`src/rtl/cc_lives_pkg.sv`:
```
// Shared state encoding and default game constants for the Frogger lives controller.
package cc_lives_pkg;

    typedef logic [2:0] cc_state_t;

    localparam cc_state_t ST_IDLE     = 3'd0;
    localparam cc_state_t ST_RESPAWN  = 3'd1;
    localparam cc_state_t ST_PLAY     = 3'd2;
    localparam cc_state_t ST_DYING    = 3'd3;
    localparam cc_state_t ST_GAMEOVER = 3'd4;

    localparam int DEFAULT_INIT_LIVES        = 3;
    localparam int DEFAULT_DEATH_HOLD_CYCLES = 100;

endpackage

```
`src/rtl/cc_lives_controller_if.sv`:
```
// Event inputs and status outputs of the lives controller, bundled for the playfield side.
interface cc_lives_controller_if #(
    parameter int W = 3
);
    logic         CC_LIVES_CONTROLLER_start_InHigh;
    logic         CC_LIVES_CONTROLLER_death_InHigh;
    logic         CC_LIVES_CONTROLLER_goal_InHigh;
    logic [W-1:0] CC_LIVES_CONTROLLER_lives_Out;
    logic         CC_LIVES_CONTROLLER_alive_OutHigh;
    logic         CC_LIVES_CONTROLLER_respawn_OutHigh;
    logic         CC_LIVES_CONTROLLER_freeze_OutHigh;
    logic         CC_LIVES_CONTROLLER_gameover_OutHigh;

    modport master (
        output CC_LIVES_CONTROLLER_start_InHigh,
        output CC_LIVES_CONTROLLER_death_InHigh,
        output CC_LIVES_CONTROLLER_goal_InHigh,
        input  CC_LIVES_CONTROLLER_lives_Out,
        input  CC_LIVES_CONTROLLER_alive_OutHigh,
        input  CC_LIVES_CONTROLLER_respawn_OutHigh,
        input  CC_LIVES_CONTROLLER_freeze_OutHigh,
        input  CC_LIVES_CONTROLLER_gameover_OutHigh
    );

    modport slave (
        input  CC_LIVES_CONTROLLER_start_InHigh,
        input  CC_LIVES_CONTROLLER_death_InHigh,
        input  CC_LIVES_CONTROLLER_goal_InHigh,
        output CC_LIVES_CONTROLLER_lives_Out,
        output CC_LIVES_CONTROLLER_alive_OutHigh,
        output CC_LIVES_CONTROLLER_respawn_OutHigh,
        output CC_LIVES_CONTROLLER_freeze_OutHigh,
        output CC_LIVES_CONTROLLER_gameover_OutHigh
    );
endinterface

```
`src/rtl/cc_hold_timer.sv`:
```
// Clearable up-counter that flags the last cycle of the post-death hold.
module cc_hold_timer #(
    parameter int HOLD_WIDTH        = 8,
    parameter int DEATH_HOLD_CYCLES = 100
) (
    input  logic clk,
    input  logic rst,
    input  logic clear,
    output logic tc
);
    logic [HOLD_WIDTH-1:0] count_q, count_d;

    always_comb begin
        count_d = clear ? '0 : count_q + 1'b1;
    end

    always_ff @(posedge clk) begin
        if (rst) count_q <= '0;
        else     count_q <= count_d;
    end

    assign tc = (count_q == HOLD_WIDTH'(DEATH_HOLD_CYCLES - 1));
endmodule

```
`src/rtl/cc_lives_controller.sv`:
```
// Frogger life-count and death/respawn sequencer; goal extra-life enabled by CC_LIVES_CONTROLLER_EXTRA_LIFE_EN.
// state    | meaning
// IDLE     | waiting for first start, lives preset, play frozen
// RESPAWN  | one-cycle frog reset pulse, lives reloaded when coming from IDLE/GAMEOVER
// PLAY     | gameplay running, deaths (and optionally goals) update lives
// DYING    | frozen hold after a death, events ignored
// GAMEOVER | no lives left, waiting for start
module cc_lives_controller
    import cc_lives_pkg::*;
#(
    parameter int LIVES_COUNTER_DATAWIDTH = 3,
    parameter int INIT_LIVES              = DEFAULT_INIT_LIVES,
    parameter int HOLD_WIDTH              = 8,
    parameter int DEATH_HOLD_CYCLES       = DEFAULT_DEATH_HOLD_CYCLES
) (
    input  logic                  CC_LIVES_CONTROLLER_CLOCK_50,
    input  logic                  CC_LIVES_CONTROLLER_RESET_InHigh,
    cc_lives_controller_if.slave  bus
);
    localparam int W = LIVES_COUNTER_DATAWIDTH;
    localparam logic [W-1:0] LIVES_INIT = W'(INIT_LIVES);
    localparam logic [W-1:0] LIVES_MAX  = '1;

    logic         clk, rst;
    logic         start, death;
    cc_state_t    state_q, state_d;
    logic [W-1:0] lives_q, lives_d;
    logic         respawn_q, respawn_d;
    logic         freeze_q, freeze_d;
    logic         gameover_q, gameover_d;
    logic         hold_tc;

    assign clk   = CC_LIVES_CONTROLLER_CLOCK_50;
    assign rst   = CC_LIVES_CONTROLLER_RESET_InHigh;
    assign start = bus.CC_LIVES_CONTROLLER_start_InHigh;
    assign death = bus.CC_LIVES_CONTROLLER_death_InHigh;

    cc_hold_timer #(
        .HOLD_WIDTH        (HOLD_WIDTH),
        .DEATH_HOLD_CYCLES (DEATH_HOLD_CYCLES)
    ) u_hold_timer (
        .clk   (clk),
        .rst   (rst),
        .clear (state_q != ST_DYING),
        .tc    (hold_tc)
    );

`ifndef CC_LIVES_CONTROLLER_EXTRA_LIFE_EN
    logic unused_goal;
    assign unused_goal = bus.CC_LIVES_CONTROLLER_goal_InHigh;
`endif

    always_comb begin
        state_d = state_q;
        lives_d = lives_q;
        case (state_q)
            ST_IDLE: begin
                lives_d = LIVES_INIT;
                if (start) state_d = ST_RESPAWN;
            end
            ST_RESPAWN: state_d = ST_PLAY;
            ST_PLAY: begin
                if (death) begin
                    state_d = ST_DYING;
                    lives_d = (lives_q == '0) ? '0 : lives_q - 1'b1;
                end
`ifdef CC_LIVES_CONTROLLER_EXTRA_LIFE_EN
                else if (bus.CC_LIVES_CONTROLLER_goal_InHigh) begin
                    lives_d = (lives_q == LIVES_MAX) ? LIVES_MAX : lives_q + 1'b1;
                end
`endif
            end
            ST_DYING: begin
                if (hold_tc) state_d = (lives_q == '0) ? ST_GAMEOVER : ST_RESPAWN;
            end
            ST_GAMEOVER: begin
                lives_d = '0;
                if (start) begin
                    state_d = ST_RESPAWN;
                    lives_d = LIVES_INIT;
                end
            end
            default: begin
                state_d = ST_IDLE;
                lives_d = LIVES_INIT;
            end
        endcase
        // Outputs are registered from the next state so they align with it.
        respawn_d  = (state_d == ST_RESPAWN);
        freeze_d   = (state_d != ST_PLAY);
        gameover_d = (state_d == ST_GAMEOVER);
    end

    always_ff @(posedge clk) begin
        if (rst) begin
            state_q    <= ST_IDLE;
            lives_q    <= LIVES_INIT;
            respawn_q  <= 1'b0;
            freeze_q   <= 1'b1;
            gameover_q <= 1'b0;
        end else begin
            state_q    <= state_d;
            lives_q    <= lives_d;
            respawn_q  <= respawn_d;
            freeze_q   <= freeze_d;
            gameover_q <= gameover_d;
        end
    end

    assign bus.CC_LIVES_CONTROLLER_lives_Out        = lives_q;
    assign bus.CC_LIVES_CONTROLLER_alive_OutHigh    = (lives_q != '0);
    assign bus.CC_LIVES_CONTROLLER_respawn_OutHigh  = respawn_q;
    assign bus.CC_LIVES_CONTROLLER_freeze_OutHigh   = freeze_q;
    assign bus.CC_LIVES_CONTROLLER_gameover_OutHigh = gameover_q;
endmodule

```
`src/flat_wrapper.sv`:
```
// flat-port wrapper written by rule: the top's interface ports become plain ports
module cc_lives_controller_flat import cc_lives_pkg::*;
#(
    parameter int LIVES_COUNTER_DATAWIDTH = 3,
    parameter int INIT_LIVES              = DEFAULT_INIT_LIVES,
    parameter int HOLD_WIDTH              = 8,
    parameter int DEATH_HOLD_CYCLES       = DEFAULT_DEATH_HOLD_CYCLES
)
  (CC_LIVES_CONTROLLER_CLOCK_50, CC_LIVES_CONTROLLER_RESET_InHigh, bus_CC_LIVES_CONTROLLER_start_InHigh, bus_CC_LIVES_CONTROLLER_death_InHigh, bus_CC_LIVES_CONTROLLER_goal_InHigh, bus_CC_LIVES_CONTROLLER_lives_Out, bus_CC_LIVES_CONTROLLER_alive_OutHigh, bus_CC_LIVES_CONTROLLER_respawn_OutHigh, bus_CC_LIVES_CONTROLLER_freeze_OutHigh, bus_CC_LIVES_CONTROLLER_gameover_OutHigh);
  cc_lives_controller_if #(.W(3)) bus_i ();
  input  logic CC_LIVES_CONTROLLER_CLOCK_50;
  input  logic CC_LIVES_CONTROLLER_RESET_InHigh;
  input wire logic [$bits(bus_i.CC_LIVES_CONTROLLER_start_InHigh)-1:0] bus_CC_LIVES_CONTROLLER_start_InHigh;
  input wire logic [$bits(bus_i.CC_LIVES_CONTROLLER_death_InHigh)-1:0] bus_CC_LIVES_CONTROLLER_death_InHigh;
  input wire logic [$bits(bus_i.CC_LIVES_CONTROLLER_goal_InHigh)-1:0] bus_CC_LIVES_CONTROLLER_goal_InHigh;
  output wire logic [$bits(bus_i.CC_LIVES_CONTROLLER_lives_Out)-1:0] bus_CC_LIVES_CONTROLLER_lives_Out;
  output wire logic [$bits(bus_i.CC_LIVES_CONTROLLER_alive_OutHigh)-1:0] bus_CC_LIVES_CONTROLLER_alive_OutHigh;
  output wire logic [$bits(bus_i.CC_LIVES_CONTROLLER_respawn_OutHigh)-1:0] bus_CC_LIVES_CONTROLLER_respawn_OutHigh;
  output wire logic [$bits(bus_i.CC_LIVES_CONTROLLER_freeze_OutHigh)-1:0] bus_CC_LIVES_CONTROLLER_freeze_OutHigh;
  output wire logic [$bits(bus_i.CC_LIVES_CONTROLLER_gameover_OutHigh)-1:0] bus_CC_LIVES_CONTROLLER_gameover_OutHigh;
  assign bus_i.CC_LIVES_CONTROLLER_start_InHigh = bus_CC_LIVES_CONTROLLER_start_InHigh;
  assign bus_i.CC_LIVES_CONTROLLER_death_InHigh = bus_CC_LIVES_CONTROLLER_death_InHigh;
  assign bus_i.CC_LIVES_CONTROLLER_goal_InHigh = bus_CC_LIVES_CONTROLLER_goal_InHigh;
  assign bus_CC_LIVES_CONTROLLER_lives_Out = bus_i.CC_LIVES_CONTROLLER_lives_Out;
  assign bus_CC_LIVES_CONTROLLER_alive_OutHigh = bus_i.CC_LIVES_CONTROLLER_alive_OutHigh;
  assign bus_CC_LIVES_CONTROLLER_respawn_OutHigh = bus_i.CC_LIVES_CONTROLLER_respawn_OutHigh;
  assign bus_CC_LIVES_CONTROLLER_freeze_OutHigh = bus_i.CC_LIVES_CONTROLLER_freeze_OutHigh;
  assign bus_CC_LIVES_CONTROLLER_gameover_OutHigh = bus_i.CC_LIVES_CONTROLLER_gameover_OutHigh;
  cc_lives_controller #(.LIVES_COUNTER_DATAWIDTH(LIVES_COUNTER_DATAWIDTH), .INIT_LIVES(INIT_LIVES), .HOLD_WIDTH(HOLD_WIDTH), .DEATH_HOLD_CYCLES(DEATH_HOLD_CYCLES)) u_core (.CC_LIVES_CONTROLLER_CLOCK_50(CC_LIVES_CONTROLLER_CLOCK_50), .CC_LIVES_CONTROLLER_RESET_InHigh(CC_LIVES_CONTROLLER_RESET_InHigh), .bus(bus_i));
endmodule
```
`config.mk`:
```
export PLATFORM = sky130hd
export DESIGN_NAME = cc_lives_controller_flat
export DESIGN_NICKNAME = d
export VERILOG_FILES = /design/src/rtl/cc_lives_pkg.sv /design/src/rtl/cc_lives_controller_if.sv /design/src/rtl/cc_hold_timer.sv /design/src/rtl/cc_lives_controller.sv /design/src/flat_wrapper.sv
export SDC_FILE = /design/constraint.sdc
export NUM_CORES = 1
export LEC_CHECK = 0
export ABC_AREA = 0
export BUFFER_PORTS_ARGS = -buffer_cell sky130_fd_sc_hd__buf_4
export CAP_MARGIN = 0
export CORE_AREA = 5 5 60 46
export DETAILED_ROUTE_END_ITERATION = 16
export DIE_AREA = 0 0 65 51
export GPL_TIMING_DRIVEN = 0
export HOLD_SLACK_MARGIN = 0.06
export SLEW_MARGIN = 20
export SYNTH_ARGS = -nofsm -noshare
export SYNTH_HDL_FRONTEND = slang
export SYNTH_SLANG_ARGS = --single-unit
```
`constraint.sdc`:
```
create_clock -name CC_LIVES_CONTROLLER_CLOCK_50 -period 1.5 [get_ports CC_LIVES_CONTROLLER_CLOCK_50]
set_input_delay 0.225 -clock CC_LIVES_CONTROLLER_CLOCK_50 [delete_from_list [all_inputs] [get_ports CC_LIVES_CONTROLLER_CLOCK_50]]
set_output_delay 0.225 -clock CC_LIVES_CONTROLLER_CLOCK_50 [all_outputs]
set_load 0.01 [all_outputs]
```
# After elaboration in Yosys (flattened, before gate mapping)
# Index checks and enable logic that the tools add are counted.
totals:
  ff_bits: 17
  input_bits: 5
  output_inout_bits: 7
  word_cells: 35
op_classes:
  n_addsub: 2
  n_eq_ne: 10
  mux: 9
  bitwise_logic: 1
  n_reduce_logical: 7
op_table:
  columns: ["cell", "count"]
  rows:
  - ["2-to-1 mux 3 bit", 6]
  - ["case mux 3 bit (4 select lines)", 1]
  - ["case mux 3 bit (3 select lines)", 1]
  - ["adder 8 x 1 -> 8 bit, second input constant", 1]
  - ["equality test 8 x 7 -> 1 bit, second input constant", 1]
  - ["equality test 3 x 1 -> 1 bit, second input constant", 2]
  - ["equality test 3 x 2 -> 1 bit, second input constant", 2]
  - ["equality test 3 bit, second input constant", 2]
  - ["logical NOT 3 bit", 2]
  - ["!= test 3 x 2 -> 1 bit, second input constant", 2]
  - ["OR reduction 2 bit", 3]
  - ["nonzero test 3 bit", 1]
  - ["subtractor 3 x 1 -> 3 bit, second input constant", 1]
  - ["2-to-1 mux 2 bit", 1]
  - ["!= test 2 bit, second input constant", 1]
  - ["AND reduction 2 bit", 1]
  - ["inverter 1 bit", 1]

# Logic depth before layout (Yosys ltp)
depth:
  word_depth: 5
  ltp_mapped: 4

# By module
# From an unflattened synthesis, not the netlist that was laid out.
hier_totals:
  hier_cells: 86
  hier_area_um2: 763.2
by_module_without_submodules:
  columns: ["mod", "n_inst", "cells_each", "area_each_um2"]
  rows:
  - ["cc_lives_controller", 1, 49, 420.4]
  - ["cc_hold_timer", 1, 37, 342.8]

# Worst setup path after synthesis
# Ideal clock, no wire load.
synth_path:
  path_type: "register -> register"
  start: "register u_core.lives_q[0] (netlist: u_core.bus.CC_LIVES_CONTROLLER_lives_Out[0])"
  end: "register u_core.gameover_q (netlist: u_core.bus.CC_LIVES_CONTROLLER_gameover_OutHigh)"
  setup_ns: 0.095
  arrival_ns: 1.210
  path_slack_ns: 0.195
  stages_incl_launch_ff: 4
  path_buffers: 0
  period_less_slack_ns: 1.305
  cell_sequence: "dfxtp_1 > or3_4 > nand4b_4 > a221oi_1"
synth_via:
  elab_chain_len: 5
synth_rtl:
  columns: ["element", "line_no", "source"]
  rows:
  - ["start, declared", "cc_lives_controller.sv:27", "logic [W-1:0] lives_q, lives_d;"]
  - ["start signal, assigned", "cc_lives_controller.sv:103", "lives_q <= lives_d;"]
  - ["logical NOT 3 bit", "cc_lives_controller.sv:74", "if (hold_tc) state_d = (lives_q == '0) ? ST_GAMEOVER : ST_RESPAWN;"]
  - ["2-to-1 mux 3 bit (2 in series)", "cc_lives_controller.sv:74", null]
  - ["case mux 3 bit (4 select lines)", "cc_lives_controller.sv:56", "case (state_q)"]
  - ["equality test 3 bit", "cc_lives_controller.sv:91", "gameover_d = (state_d == ST_GAMEOVER);"]
  - ["end signal, assigned", "cc_lives_controller.sv:106", "gameover_q <= gameover_d;"]
  - ["end, declared", "cc_lives_controller.sv:30", "logic gameover_q, gameover_d;"]
# No other way between the ends.
# A chain may end at the register's enable or synchronous reset.

# Worst setup path after layout
layout_path:
  start: "register u_core.lives_q[1] (netlist: u_core.bus.CC_LIVES_CONTROLLER_lives_Out[1])"
  end: "output port bus_CC_LIVES_CONTROLLER_alive_OutHigh"
layout_via:
  elab_chain_len: 1
layout_rtl:
  columns: ["element", "line_no", "source"]
  rows:
  - ["nonzero test 3 bit", "cc_lives_controller.sv:111", "assign bus.CC_LIVES_CONTROLLER_alive_OutHigh = (lives_q != '0);"]
  - ["end, declared", "flat_wrapper.sv:17", "output wire logic [$bits(bus_i.CC_LIVES_CONTROLLER_alive_OutHigh)-1:0] bus_CC_LIVES_CONTROLLER_alive_OutHigh;"]
# No other way between the ends.

==> impl_summary.txt <==
----------------------------------------------------
[GRT]
  First-pass GRT wire length ... 2670 µm
  Number of antenna violations at the first check in global routing ... 0
  Pin count of the biggest net entering global routing ... 11
  Vias in the first global route ... 563
  GRT Total Usage ... 10.6%
  Gr ovfl total ... 0

[Layout]
  Antenna cells ... 0
  Post-synthesis to final-layout area growth ... 16.7%
  Post-route non-filler standard cell count ... 124
  Number of fill cells in the layout ... 205
  Post-layout net count ... 107
  Finished Core Util ... 45.3%
  Fraction of final layout cells with drive strength greater than 1 ... 28.0%

[Clocking]
  Reg clk slew, reported paths ... 0.10 ns
  Clock Root Buffer ... sky130_fd_sc_hd__clkbuf_4
  Clock sink count ... 17
  Clock tree from TritonCTS ... yes
  Clock latency of the later-clocked register in the worst-skew pair ... 0.29 ns
  Clock buffer depth ... 2
  CTS H-tree lvls ... 1
  Number of buffers created by CTS ... 3
  Number of instances resized during post-cts repair ... 0
  Count of buffers added by post-CTS timing repair for setup ... 0
  # hold bufs at CTS ... 0

[Routing]
  WL final ... 1620 µm
  Number of nets with antenna violations after detailed routing ... 0
  First-pass DRT Iterations ... 4
  Vias per inst ... 5.44
  Post-route DRC ... 0
  Vias post-DR ... 675
  Detailed-route wire length per cell ... 13.0 µm
  Iter 0 DRT Violations ... 13

[Yosys]
  Prevailing post-synth register cell ... sky130_fd_sc_hd__dfxtp_1
  Share of flip-flops with an asynchronous set or reset ... 0%
  Synth Instances ... 86
  Per-instance average area after synthesis ... 9.41 µm²
  Number of distinct library cell variants in the gate-level netlist after synthesis ... 32
  Number of synthesized register bits ... 17
  Portion of the post-synthesis area used by sequential elements ... 42.0%
  EDFF count, synth ... 0
  Area of the mapped netlist ... 810 µm²
  Synth warn ... 0
  Net count after synthesis ... 92

[Worst setup path]
  Kind of start point of the critical path ... flop
  Maximum fanout encountered on the critical timing path ... 6
  Arrival @ worst endpoint ... 1.21 ns
  Kind of critical path ... flop to output pin
  Type of destination of the critical path ... output pin
  Required arrival time at the worst endpoint ... 1.27 ns

[Flow run]
  Number of max-cap violations ... 0

[Hold path]
  Path class of the lowest-slack min-delay path ... primary input to flop

[Pwr]
  Total internal power ... 627 µW
  Share of total power in combinational logic ... 14.5%
  Total power per unit cell area ... 900 mW/mm²
  Proportion of power drawn by flip-flops and latches ... 56.3%
  Switching Fraction ... 26.2%
  Largest voltage drop on the vdd net ... 0.000441 V
  Proportion of power drawn by the clock network ... 29.2%
  Switching Power ... 223 µW
  Leakage power ... 0.380 nW

[Floorplan]
  Total number of placement rows ... 14
  Y dimension of the die ... 51 µm
  Die width ... 65 µm
  Area of the die ... 0.00332 mm²
  Initial standard-cell utilization of the core ... 38.8%
  Ports ... 12
  Core Region ... 0.00208 mm²

[Timing]
  Worst Slack Setup Final ... 0.0659 ns
  Final setup fails ... 0
  Final-report max-slew violation count ... 0
  Hold Slack ... 0.148 ns
  Setup total negative slack ... 0 ns
  Hold violation count in the final report ... 0
  RSZ-0062 raised after global routing ... false
  Final clock skew ... 0.000790 ns
  Final worst-path cycle share ... 95.6%
  Minimum clock period after layout ... 1.43 ns
  Slew at the pin closest to its max-slew limit ... 0.274 ns
  Headroom to the max-slew limit ... 81.7%
  F_max ... 0.697 GHz

[Run status]
  Outcome ... finished, final reports clean

[Place]
  Total of buffers placed on input and output ports ... 10
  DP HPWL ... 1190 µm
  RD Place Congestion ... 0.746
  Placed Cells incl. Taps ... 120
  Post-placement worst setup slack ... 0.104 ns

----------------------------------------------------
## cell families after synthesis
logic type,synth area share [%]
buffers and inverters,3.71
DFF,42.0
and+or+nand+nor,31.5
xor gates and xnor gates,4.33
AOI/OAI and AO/OA,16.8
adders and majority gates,1.55
## sequential cells by signal, summed over array words and instances, names as in the netlist
register / cells
u_core.bus.CC_LIVES_CONTROLLER_lives_Out: 3
u_core.state_q: 3
u_core.bus.CC_LIVES_CONTROLLER_freeze_OutHigh: 1
u_core.bus.CC_LIVES_CONTROLLER_respawn_OutHigh: 1
u_core.bus.CC_LIVES_CONTROLLER_gameover_OutHigh: 1
u_core.u_hold_timer.count_q: 8
## worst max-delay path, cell delays in order, from the launching register on
cell	delay, ns
sky130_fd_sc_hd__dfxtp_1	0.37
sky130_fd_sc_hd__or3_4	0.40
sky130_fd_sc_hd__buf_4	0.15
## power by group through the flow
| stage | sequential (mW) | clock, mW | combinational (mW) |
|---|---|---|---|
| 4_1_cts | 0.479 | 0.265 | 0.122 |
| 3_3_place_gp | 0.489 | 0 | 0.120 |
| 5_1_grt | 0.483 | 0.280 | 0.136 |
| 3_5_place_dp | 0.489 | 0 | 0.122 |
| 6_report | 0.479 | 0.248 | 0.123 |
| 2_1_floorplan | 0.492 | 0 | 0.0739 |
## layout make-up
type                       instances  area [µm²]  area share (%)
multi-input combinational         62         442            46.8
sequential                        17         342            36.2
tap                               24        30.0            3.18
clock buffer                       4        26.3            2.78
timing repair buffer              10        75.1            7.95
inverter                           4        15.0            1.59
buffer                             3        15.0            1.59
## synthesized netlist by cell type (2+ instances only)
cell type | count | area (µm²)
sky130_fd_sc_hd__a21oi_1 | 6 | 30.0
sky130_fd_sc_hd__a221oi_1 | 2 | 17.5
sky130_fd_sc_hd__and3_1 | 2 | 12.5
sky130_fd_sc_hd__and4bb_2 | 3 | 37.5
sky130_fd_sc_hd__buf_2 | 3 | 15.0
sky130_fd_sc_hd__dfxtp_1 | 17 | 340
sky130_fd_sc_hd__inv_1 | 4 | 15.0
sky130_fd_sc_hd__nand2_1 | 5 | 18.8
sky130_fd_sc_hd__nand2b_1 | 3 | 18.8
sky130_fd_sc_hd__nand3_1 | 4 | 20.0
sky130_fd_sc_hd__nor2_1 | 9 | 33.8
sky130_fd_sc_hd__o21ai_0 | 5 | 25.0
sky130_fd_sc_hd__or3_1 | 2 | 12.5
sky130_fd_sc_hd__xor2_1 | 3 | 26.3
## layer usage
metal	vias up	track usage, %	wire length [µm]
li1	344	-	-
met1	318	14.6	855
met2	8	13.6	658
met3	5	4.82	69
met4	0	5.26	33
met5	-	0	0
## stage by stage
step                instance area, µm²  total power [mW]
finish                             945             0.851
global placement                   915             0.609
detailed placement                 915             0.611
floorplan                          810             0.566
CTS                                941             0.866
global route                       945             0.899
## layout by cell type (no fill, tap or decap), types with 2 or more instances in the layout
cell type / count
sky130_fd_sc_hd__a221oi_1: 2
sky130_fd_sc_hd__nand3_1: 4
sky130_fd_sc_hd__o21ai_0: 5
sky130_fd_sc_hd__nor2_1: 9
sky130_fd_sc_hd__dfxtp_1: 16
sky130_fd_sc_hd__buf_4: 10
sky130_fd_sc_hd__and3_1: 2
sky130_fd_sc_hd__buf_2: 3
sky130_fd_sc_hd__or3_1: 2
sky130_fd_sc_hd__clkbuf_4: 3
sky130_fd_sc_hd__inv_1: 4
sky130_fd_sc_hd__a21oi_1: 6
sky130_fd_sc_hd__xor2_1: 3
sky130_fd_sc_hd__nand2b_1: 3
sky130_fd_sc_hd__nand2_1: 5
sky130_fd_sc_hd__and4bb_2: 3
## worst paths after layout
kind / from / end / slack [ns] / cells after the start
worst max-delay path: u_core.bus.CC_LIVES_CONTROLLER_lives_Out[1]$_SDFFE_PP1P_ / bus_CC_LIVES_CONTROLLER_alive_OutHigh / 0.07 / 2
worst min-delay path: CC_LIVES_CONTROLLER_RESET_InHigh / u_core.state_q[0]$_SDFF_PP0_ / 0.15 / 2
worst max register to register: u_core.state_q[0]$_SDFF_PP0_ / u_core.bus.CC_LIVES_CONTROLLER_lives_Out[1]$_SDFFE_PP1P_ / 0.12 / 4
worst min register to register: u_core.u_hold_timer.count_q[0]$_SDFF_PP0_ / u_core.u_hold_timer.count_q[0]$_SDFF_PP0_ / 0.48 / 1
(Power assumes the default switching activity.)
